==> config.mk <==
export PLATFORM = sky130hd
export DESIGN_NAME = dmem_store_buffer
export DESIGN_NICKNAME = d
export VERILOG_FILES = /design/src/rtl/dmem_store_buffer.sv
export SDC_FILE = /design/constraint.sdc
export NUM_CORES = 1
export LEC_CHECK = 0
export ABC_AREA = 1
export CAP_MARGIN = 25
export CORE_MARGIN = 2
export CORE_UTILIZATION = 35
export CTS_CLUSTER_DIAMETER = 30
export DETAILED_ROUTE_END_ITERATION = 16
export GPL_TIMING_DRIVEN = 0
export PLACE_DENSITY = 0.49
export SLEW_MARGIN = 10
export SYNTH_ARGS = -nofsm -noshare
export SYNTH_HDL_FRONTEND = slang
export SYNTH_SLANG_ARGS = --single-unit
==> constraint.sdc <==
create_clock -name clk -period 9.9 [get_ports clk]
set_clock_uncertainty 0.1 [all_clocks]
set_input_delay 1.98 -clock clk [delete_from_list [all_inputs] [get_ports clk]]
set_output_delay 1.98 -clock clk [all_outputs]
set_load 0.005 [all_outputs]
==> src/rtl/dmem_store_buffer.sv <==
// Posted-write buffer between the CPU data port and data_mem; loads forward the youngest buffered store.
// Stores retire on cycles without a load; stall asserts only when full and no drain frees a slot.
module dmem_store_buffer #(
  parameter int DEPTH = 4
) (
  input  logic        clk,
  input  logic        rst,
  input  logic [31:0] cpu_adr,
  input  logic [31:0] cpu_wdata,
  input  logic        cpu_rd,
  input  logic        cpu_wr,
  output logic [31:0] cpu_rdata,
  output logic        stall,
  output logic        sb_empty,
  output logic [31:0] mem_adr,
  output logic [31:0] mem_wdata,
  output logic        mem_rd,
  output logic        mem_wr,
  input  logic [31:0] mem_rdata
);

  localparam int PW = $clog2(DEPTH);
  localparam logic [PW:0] FULL_CNT = (PW+1)'(DEPTH);

  logic [31:0]   adr_q  [DEPTH];
  logic [31:0]   adr_d  [DEPTH];
  logic [31:0]   data_q [DEPTH];
  logic [31:0]   data_d [DEPTH];
  logic [PW-1:0] head_q, head_d;
  logic [PW-1:0] tail_q, tail_d;
  logic [PW:0]   count_q, count_d;
  logic [PW-1:0] fwd_idx;
  logic          drain;
  logic          push;

  // Outputs are gated by rst so the port goes quiet the instant reset rises.
  always_comb begin
    drain     = ~rst & ~cpu_rd & (count_q != '0);
    stall     = ~rst & cpu_wr & (count_q == FULL_CNT) & ~drain;
    push      = ~rst & cpu_wr & ~stall;
    mem_rd    = ~rst & cpu_rd;
    mem_wr    = drain;
    mem_adr   = '0;
    mem_wdata = '0;
    if (mem_rd) begin
      mem_adr = cpu_adr;
    end else if (drain) begin
      mem_adr   = adr_q[head_q];
      mem_wdata = data_q[head_q];
    end
  end

  assign sb_empty = (count_q == '0);

  // Walk oldest to youngest so the last hit wins.
  always_comb begin
    cpu_rdata = mem_rdata;
    fwd_idx   = head_q;
    for (int i = 0; i < DEPTH; i++) begin
      fwd_idx = head_q + PW'(i);
      if (cpu_rd && ((PW+1)'(i) < count_q) && (adr_q[fwd_idx] == cpu_adr)) begin
        cpu_rdata = data_q[fwd_idx];
      end
    end
  end

  always_comb begin
    adr_d  = adr_q;
    data_d = data_q;
    head_d = head_q;
    tail_d = tail_q;
    if (push) begin
      adr_d[tail_q]  = cpu_adr;
      data_d[tail_q] = cpu_wdata;
      tail_d         = tail_q + 1'b1;
    end
    if (drain) begin
      head_d = head_q + 1'b1;
    end
    count_d = count_q + (PW+1)'(push) - (PW+1)'(drain);
  end

  always_ff @(posedge clk or posedge rst) begin
    if (rst) begin
      for (int i = 0; i < DEPTH; i++) begin
        adr_q[i]  <= '0;
        data_q[i] <= '0;
      end
      head_q  <= '0;
      tail_q  <= '0;
      count_q <= '0;
    end else begin
      adr_q   <= adr_d;
      data_q  <= data_d;
      head_q  <= head_d;
      tail_q  <= tail_d;
      count_q <= count_d;
    end
  end

endmodule

* Word level (Yosys, flattened, before mapping) *
Index checks and enable logic that the tools add are counted.
Widths: inputs -> output; s select.

cells by class
  add/subtract/negate cells = 6
  $mul = 0
  div/mod/pow operators = 0
  magnitude comparators = 10
  equality and inequality tests = 5
  shift-type cells = 0
  muxes and demuxes = 36
  bitwise logic cells = 16
  reduce and logical (&&, ||, !) cells = 11

operators by type and width
  kind                 count
  $mux 32              25
  $bmux 32 s2          8
  $bwmux 128           2
  $eq 32x32->1         4
  $demux 32 s2         1
  $ge 3x3->1 const B   5
  $not 2->3            5
  $logic_and 1x1->1    9
  $and 1x1->1          7
  $lt 1x3->1 const A   2
  $lt 2x3->1 const A   2
  $add 2x1->2 const B  2
  $add 2x2->2 const B  2
  $not 1->1            4
  $add 3x1->3          1
  $eq 3x3->1 const B   1
  $logic_not 3->1      1
  $lt 3x1->1 const B   1
  $reduce_bool 3->1    1
  $sub 3x1->3          1

storage, ports and cells
  flip-flop bits (word level) = 263
  latch bits = 0
  RAM bits = 0
  memory bits (read-only) = 0
  bits of input ports = 100
  output and inout bits = 100
  memories kept = 0

* Logic depth before layout (Yosys ltp) *
Gate-level depths: netlist (run 1).

  depth after elaboration = 10
  gate-level depth with buffers = 21
  gate-level depth less buffers = 17

* Worst setup path after synthesis (run 1) *
OpenSTA, ideal clock, no wires.

  path kind = input port to output port
  start point = input cpu_adr[10]
  end point = output cpu_rdata[10]
  data arrival time = 3.445 ns
  required time = 7.820 ns
  path slack = 4.375 ns
  stages = 13
  path buffers = 2
  cells stage by stage = clkbuf_1 inv_1 nand3_1 nand2_1 nor2_1 nand2_1 nor2_2 clkbuf_1 nand3_1 nand3_1 nand2_1 nand2_1 nand2_1

between the ends
  word-level cells in the longest chain between the ends = 6

RTL lines
  element                RTL line  text
  from (decl)            8         input logic [31:0] cpu_adr,
  $eq 32x32->1           61        if (cpu_rd && ((PW+1)'(i) < count_q) && (adr_q[fwd_idx] == cpu_adr)) begin
  $logic_and 1x1->1      61
  $mux 32 (3 in series)  61
  $mux 32 (*)            61
  to (decl)              12        output logic [31:0] cpu_rdata,

Mark *: on every way between the ends. The rest lies on a longest branch, timed or not.

* Worst setup path in the final report (run 1) *
  start point = input cpu_rd
  end point = output cpu_rdata[30]

between the ends
  word-level cells in the longest chain between the ends = 6

RTL lines
  element                          RTL line  text
  from (decl)                      10        input logic cpu_rd,
  $logic_and 1x1->1 (2 in series)  61
  $mux 32 (3 in series)            61
  $mux 32 (*)                      61

Marked as above.

==> reports/qor.yml, run 1 <==
place:
  place.gp.congestion: 1.02
  post-place-ws_ns: 1.97
  port_buffers: 176
  hpwl_mm: 88.1
grt:
  gr-total-overflow: 0
  gr-usage-all-layers_pct: 39.0
  grt_pass1_wl_mm: 170
  grt_start_max_net_pins: 92
  grt_pass1_vias: 24500
  antenna_found_initial: 5
synth:
  dominantRegCellSynth: "dfrtp_1"
  ys_seq_area_share_pct: 31.9
  synth_top_area_share_pct: 31.9
  avgSynthCellArea_sq_um: 6.03
  synth_most_common_cell: "nand2_1"
  synth_fp_nets: 3534
  synth.distinct_cells: 37
  synth_top_cells_by_count: "1356 x nand2_1, 473 x o21ai_0, 370 x inv_1"
  synth-seq-cells: 263
  synth_top_cell_by_area: "dfrtp_1"
  synthCells: 3426
  postSynth.asyncResetShare_pct: 100
  synth_area_leaders: "dfrtp_1 32%, nand2_1 25%, o21ai_0 11%, nand3_1 7.5%, inv_1 6.7%"
  syn-cell-area_sq_mm: 0.0207
  synth-edff-count: 0
  ys_warn_count: 0
clock_tree:
  cts_resized: 0
  cts_tree: "built"
  cts_buffers: 89
  postCtsSetupBuffers: 0
  clockBufferDepth: 3
  cts_hold_buf: 0
  cts_root_buffer: "clkbuf_16"
  clock_latency_ns: 0.61
  clkTransAtPathRegs_ns: 0.04
  cts_num_sinks: 263
  h-tree-depth: 3
cells_and_area:
  fin_nets: 3812
  multiInputGateArea_sq_mm: 0.0114
  regArea_sq_mm: 0.00658
  drive_above_1_share_pct: 7.32
  area_delta_synth_final_pct: 30.0
  fillers: 6142
worst_setup_path:
  worstPathRequired_ns: 7.82
  cp-end-kind: "output port"
  worst-r2r-setup-slack_ns: 6.43
  startpoint_type: "primary input"
  worstPathArrival_ns: 6.10
  crit_fanout: 10
  worst-setup-path-type: "primary input to output port"
timing:
  period_share_pct: 82.6
  slew_headroom_pct: 18.2
  setup_viol: 0
  setup_ws_ns: 1.72
  tightest_slew_ns: 1.23
  rsz0062_at_grt: "no"
  hold_viol: 0
  fmax_ghz: 0.122
  drv_slew: 0
  fin_crit_ns: 8.18
power:
  combPwrFrac_pct: 55.9
  cellLeakagePower_nw: 13.1
  power.clock.fraction_pct: 26.9
  p_sw_share_pct: 51.0
  power.share.sequential_pct: 17.1
  p_sw_mw: 5.87
  peakVddDrop_uv: 203
  power.density_mw_per_mm2: 428
  power.internal_mw: 5.64
  finalPower_mw: 11.5
die:
  die_h_um: 247
  dieWidth_um: 247
  core-area_sq_mm: 0.0587
  initial_core_util_pct: 35.2
  io_pins: 200
  die_area_sq_mm: 0.0610
  row_count: 89
run:
  maxCapViolCount: 0
hold_path:
  hp-class: "flip-flop to flip-flop"
drt:
  finalWirelength_mm: 121
  routed_via_density: 5.75
  ant_nets: 0
  wire_per_inst_um: 26.5
  dr.first_iter.drc_count: 3972
  drc_errors: 0
  dr.pass1.iters: 8
  vias: 26200
status:
  outcome: "finished clean"
final timing paths:
kind / startpoint / to / depth (start not counted)
max: cpu_rd / cpu_rdata[30] / 14
min: adr_q[117]$_DFFE_PP0P_ / adr_q[117]$_DFFE_PP0P_ / 1
max reg2reg: count_q[0]$_DFF_PP0_ / adr_q[76]$_DFFE_PP0P_ / 9
min reg2reg: adr_q[117]$_DFFE_PP0P_ / adr_q[117]$_DFFE_PP0P_ / 1
max in group asynchronous: rst / data_q[14]$_DFFE_PP0P_ / 4
min in group asynchronous: rst / tail_q[0]$_DFFE_PP0P_ / 2
state kept, by name, indices dropped and copies added (netlist names):
signal and count:
head_q 2, tail_q 2, data_q 128, adr_q 128, count_q 3
critical path: stages:
cell,delay (ns)
clkdlybuf4s50_1,0.51
inv_1,0.08
nor2_1,0.33
a21boi_0,0.96
nand3_1,0.20
nor2_1,0.26
nand3_1,0.15
nor2_4,0.38
buf_2,0.36
a21oi_1,0.07
nand2_1,0.07
nand2_1,0.05
nand2_1,0.14
clkdlybuf4s50_1,0.54
layout make-up:
| type | instances | share of cell area [%] |
|---|---|---|
| inverter | 378 | 5.33 |
| antenna | 8 | 0.0746 |
| buffer | 234 | 4.50 |
| clock inverter | 39 | 2.58 |
| timing repair buffer | 187 | 7.23 |
| multi-input combinational | 2551 | 42.6 |
| sequential | 263 | 24.5 |
| clock buffer | 121 | 9.53 |
| tap | 773 | 3.60 |
cell families (layout without fill, tap and decap cells):
kind of cell / count (synthesis) / after routing / share of synthesized area, %
compound gates: 711 / 711 / 18.6
xor+xnor: 27 / 27 / 1.14
fa+ha+maj: 8 / 8 / 0.521
buf+inv: 612 / 959 / 12.7
flops: 263 / 263 / 31.9
other cells: 0 / 8 / 0
simple gates: 1805 / 1805 / 35.1
power groups by stage:
stage | sequential (mW) | combinational, mW | clock (mW)
finish | 1.97 | 6.43 | 3.10
global route | 2.03 | 6.85 | 3.19
CTS | 1.96 | 6.15 | 3.11
detailed placement | 1.96 | 6.11 | 0
global placement | 1.95 | 6.05 | 0
floorplan | 1.87 | 3.67 | 0
metrics by stage:
step	util [%]	std cells	cell area, sq um	hold WS [ns]	TNS, ns
2_1_floorplan	-	3426	20700	0.381	0
3_3_place_gp	39.9	4375	23400	0.400	-954.13
3_5_place_dp	40.2	4386	23600	0.405	0
4_1_cts	45.7	4546	26800	0.414	0
5_1_grt	45.7	4547	26800	0.429	0
6_report	45.8	4554	26900	0.410	0
cells in the final DEF (no fill, tap or decap), drive strengths merged, types with 5 or more instances in the layout:
| cell | n |
|---|---|
| nand2 | 1359 |
| o21ai | 514 |
| inv | 373 |
| nand3 | 310 |
| dfrtp | 263 |
| clkbuf | 228 |
| clkdlybuf4s50 | 176 |
| buf | 138 |
| nor2 | 122 |
| a21oi | 66 |
| o21a | 49 |
| o211ai | 49 |
| o22ai | 32 |
| xor2 | 26 |
| clkinv | 25 |
| bufinv | 19 |
| diode | 8 |
| ha | 7 |
| nor3 | 6 |
| nand4 | 5 |
routing by layer:
| layer | GRT usage (%) | part of all wire (%) | vias to the layer above |
|---|---|---|---|
| met5 | 0 | 0.0099 | - |
| met4 | 14.9 | 4.0 | 2 |
| met3 | 10.7 | 13 | 315 |
| met2 | 55.2 | 41 | 1795 |
| met1 | 55.8 | 42 | 12600 |
| li1 | - | - | 11500 |
Power figures use the tool's default switching activity.
==> run 2, diff against run 1 <==
--- a/config.mk
+++ b/config.mk
@@ -12,7 +12,7 @@
 export CTS_CLUSTER_DIAMETER = 30
 export DETAILED_ROUTE_END_ITERATION = 16
 export GPL_TIMING_DRIVEN = 0
-export PLACE_DENSITY = 0.49
+export PLACE_DENSITY = 0.51
 export SLEW_MARGIN = 10
 export SYNTH_ARGS = -nofsm -noshare
 export SYNTH_HDL_FRONTEND = slang
==> constraint.sdc (replaced) <==
create_clock -name clk -period 7.37 [get_ports clk]
set_clock_uncertainty 0.1 [all_clocks]
set_input_delay 1.474 -clock clk [delete_from_list [all_inputs] [get_ports clk]]
set_output_delay 1.474 -clock clk [all_outputs]
set_load 0.005 [all_outputs]
==> run 2 against run 1 <==
  * Largest power group unchanged
  * Register-to-register slack lost 2.7 ns
  * Non-clock buffer count grew 10
  * Flip-flop and latch count unchanged
  * Final area up 1.2%
  * Global-route usage grew 0.30 points
  * Core utilization rose by 0.54 points
  * Highest routed layer unchanged
  * Critical path depth increased by 1
  * Via count barely moved
  * Sequential power is 35% higher
  * Die area is the same
  * Critical endpoint is now cpu_rdata[21]
  * Cell count is 0.64% higher
  * Clock power up 37%
==> reports/qor.yml, run 2 (same netlist as run 1, synthesis figures left out) <==
status:
  outcome: "finished clean"
clock_tree:
  cts_tree: "built"
  cts_buffers: 97
  cts_root_buffer: "clkbuf_16"
  h-tree-depth: 3
  cts_resized: 0
  cts_hold_buf: 0
  postCtsSetupBuffers: 0
  clock_latency_ns: 0.63
  cts_num_sinks: 263
  clkTransAtPathRegs_ns: 0.04
  clockBufferDepth: 3
timing:
  hold_viol: 0
  slew_headroom_pct: 19.6
  tightest_slew_ns: 1.21
  fin_tns_setup_ns: 0
  rsz0062_at_grt: "no"
  setup_ws_ns: 0.190
  fin_crit_ns: 7.18
  setup_viol: 0
  drv_slew: 0
  fmax_ghz: 0.139
  period_share_pct: 97.4
worst_setup_path:
  worstPathRequired_ns: 5.80
  crit_fanout: 10
  ff2ff_path_depth: 10
  setup.worst_path.start: "head_q[1]$_DFFE_PP0N_"
  cp-end-kind: "output port"
  rr_startpoint: "count_q[1]$_DFF_PP0_"
  worstPathArrival_ns: 5.61
  worst-setup-path-type: "flip-flop to output port"
  crit_end: "cpu_rdata[21]"
  startpoint_type: "flip-flop"
  worst-r2r-setup-slack_ns: 3.76
  r2r-end: "adr_q[79]$_DFFE_PP0P_"
die:
  io_pins: 200
  initial_core_util_pct: 35.2
  dieWidth_um: 247
  die_area_sq_mm: 0.0610
  core-area_sq_mm: 0.0587
  die_h_um: 247
  row_count: 89
cells_and_area:
  multiInputGateArea_sq_mm: 0.0114
  fin_nets: 3830
  regArea_sq_mm: 0.00658
  layout_common_cells: "1356 x nand2_1, 473 x o21ai_0, 369 x inv_1"
  final_cells: 4583
  area_delta_synth_final_pct: 31.5
  fillers: 6110
  layout_commonest_cell: "nand2_1"
  final_design_area_no_fill_sq_mm: 0.0272
  reg_top3: "adr_q: 128 flops, data_q: 128 flops, count_q: 3 flops"
  drive_above_1_share_pct: 7.81
drt:
  dr.first_iter.drc_count: 3522
  drc_errors: 0
  routed_via_density: 5.72
  vias: 26200
  wire_per_inst_um: 26.5
  ant_nets: 0
  finalWirelength_mm: 122
  dr.pass1.iters: 8
hold_path:
  whs_path_depth: 1
  hp-class: "flip-flop to flip-flop"
place:
  dpl.cell_count: 4394
  place.gp.congestion: 1.05
  placed_area_sq_mm: 0.0237
  hpwl_mm: 89.0
  post-place-ws_ns: 0.664
  port_buffers: 176
power:
  finalPower_mw: 15.5
  peakVddDrop_uv: 299
  cellLeakagePower_nw: 13.2
  power.density_mw_per_mm2: 572
grt:
  gr-total-overflow: 0
  antenna_found_initial: 8
  grt_start_max_net_pins: 38
  gr-usage-all-layers_pct: 39.3
  grt_pass1_vias: 24500
  grt_pass1_wl_mm: 172
run:
  maxCapViolCount: 0
==> run 2: cell types whose count changed in the layout (fill, tap and decap cells not counted), sizes merged <==
| cell | delta |
|---|---|
| buf | +10 |
| bufinv | -8 |
| clkbuf | +30 |
| clkinv | -4 |
| clkinvlp | +1 |
| diode | -3 |
| inv | +3 |
==> run 2: final cells by class <==
class / count / area share [%]
Inverter: 378 / 5.26
Clock buffer: 151 / 10.8
Sequential cell: 263 / 24.2
Multi-Input combinational cell: 2551 / 42.1
Clock inverter: 31 / 1.76
Timing Repair Buffer: 197 / 7.76
Buffer: 234 / 4.45
Tap cell: 773 / 3.56
Antenna cell: 5 / 0.0461
==> run 2: stage by stage <==
step	util, %	hold slack, ns
after global placement	39.9	0.396
after detailed placement	40.4	0.403
after global routing	46.3	0.424
after floorplan	-	0.381
after CTS	46.2	0.410
final	46.3	0.411
==> run 2: worst min-delay path by stage <==
stage                     startpoint               endpoint  slack [ns]
6_report       adr_q[57]$_DFFE_PP0P_  adr_q[57]$_DFFE_PP0P_        0.41
5_1_grt        adr_q[75]$_DFFE_PP0P_  adr_q[75]$_DFFE_PP0P_        0.42
4_1_cts        adr_q[38]$_DFFE_PP0P_  adr_q[38]$_DFFE_PP0P_        0.41
3_5_place_dp   adr_q[38]$_DFFE_PP0P_  adr_q[38]$_DFFE_PP0P_        0.40
3_3_place_gp   adr_q[94]$_DFFE_PP0P_  adr_q[94]$_DFFE_PP0P_        0.40
2_1_floorplan  adr_q[67]$_DFFE_PP0P_  adr_q[67]$_DFFE_PP0P_        0.38
==> run 2: report_power, final <==
part	leakage, nW	switching (mW)	internal (mW)
Sequential	3.15	0.470	2.18
Clock	1.69	1.17	3.07
Combinational	8.39	6.29	2.37
Total	13.2	7.93	7.61
==> run 2: metal layers <==
| metal | track usage, % | part of all wire, % | vias up |
|---|---|---|---|
| met5 | 0 | 0.0099 | - |
| met4 | 17.4 | 4.9 | 2 |
| met3 | 11.0 | 12 | 338 |
| met2 | 55.6 | 40 | 1768 |
| met1 | 55.2 | 43 | 12500 |
| li1 | - | - | 11600 |
==> run 2: critical path, cell delays in order, from the launching register on <==
cell             delay [ns]
dfrtp_1                0.41
inv_2                  0.12
clkbuf_1               0.89
nand3_1                0.17
nand2_1                0.16
xor2_1                 0.53
nand3_1                0.19
nor2_2                 0.64
nand3_1                0.49
buf_2                  0.36
nand2_1                0.09
nand3_1                0.11
nand2_1                0.09
nand2_1                0.06
nand2_1                0.11
clkdlybuf4s50_1        0.52
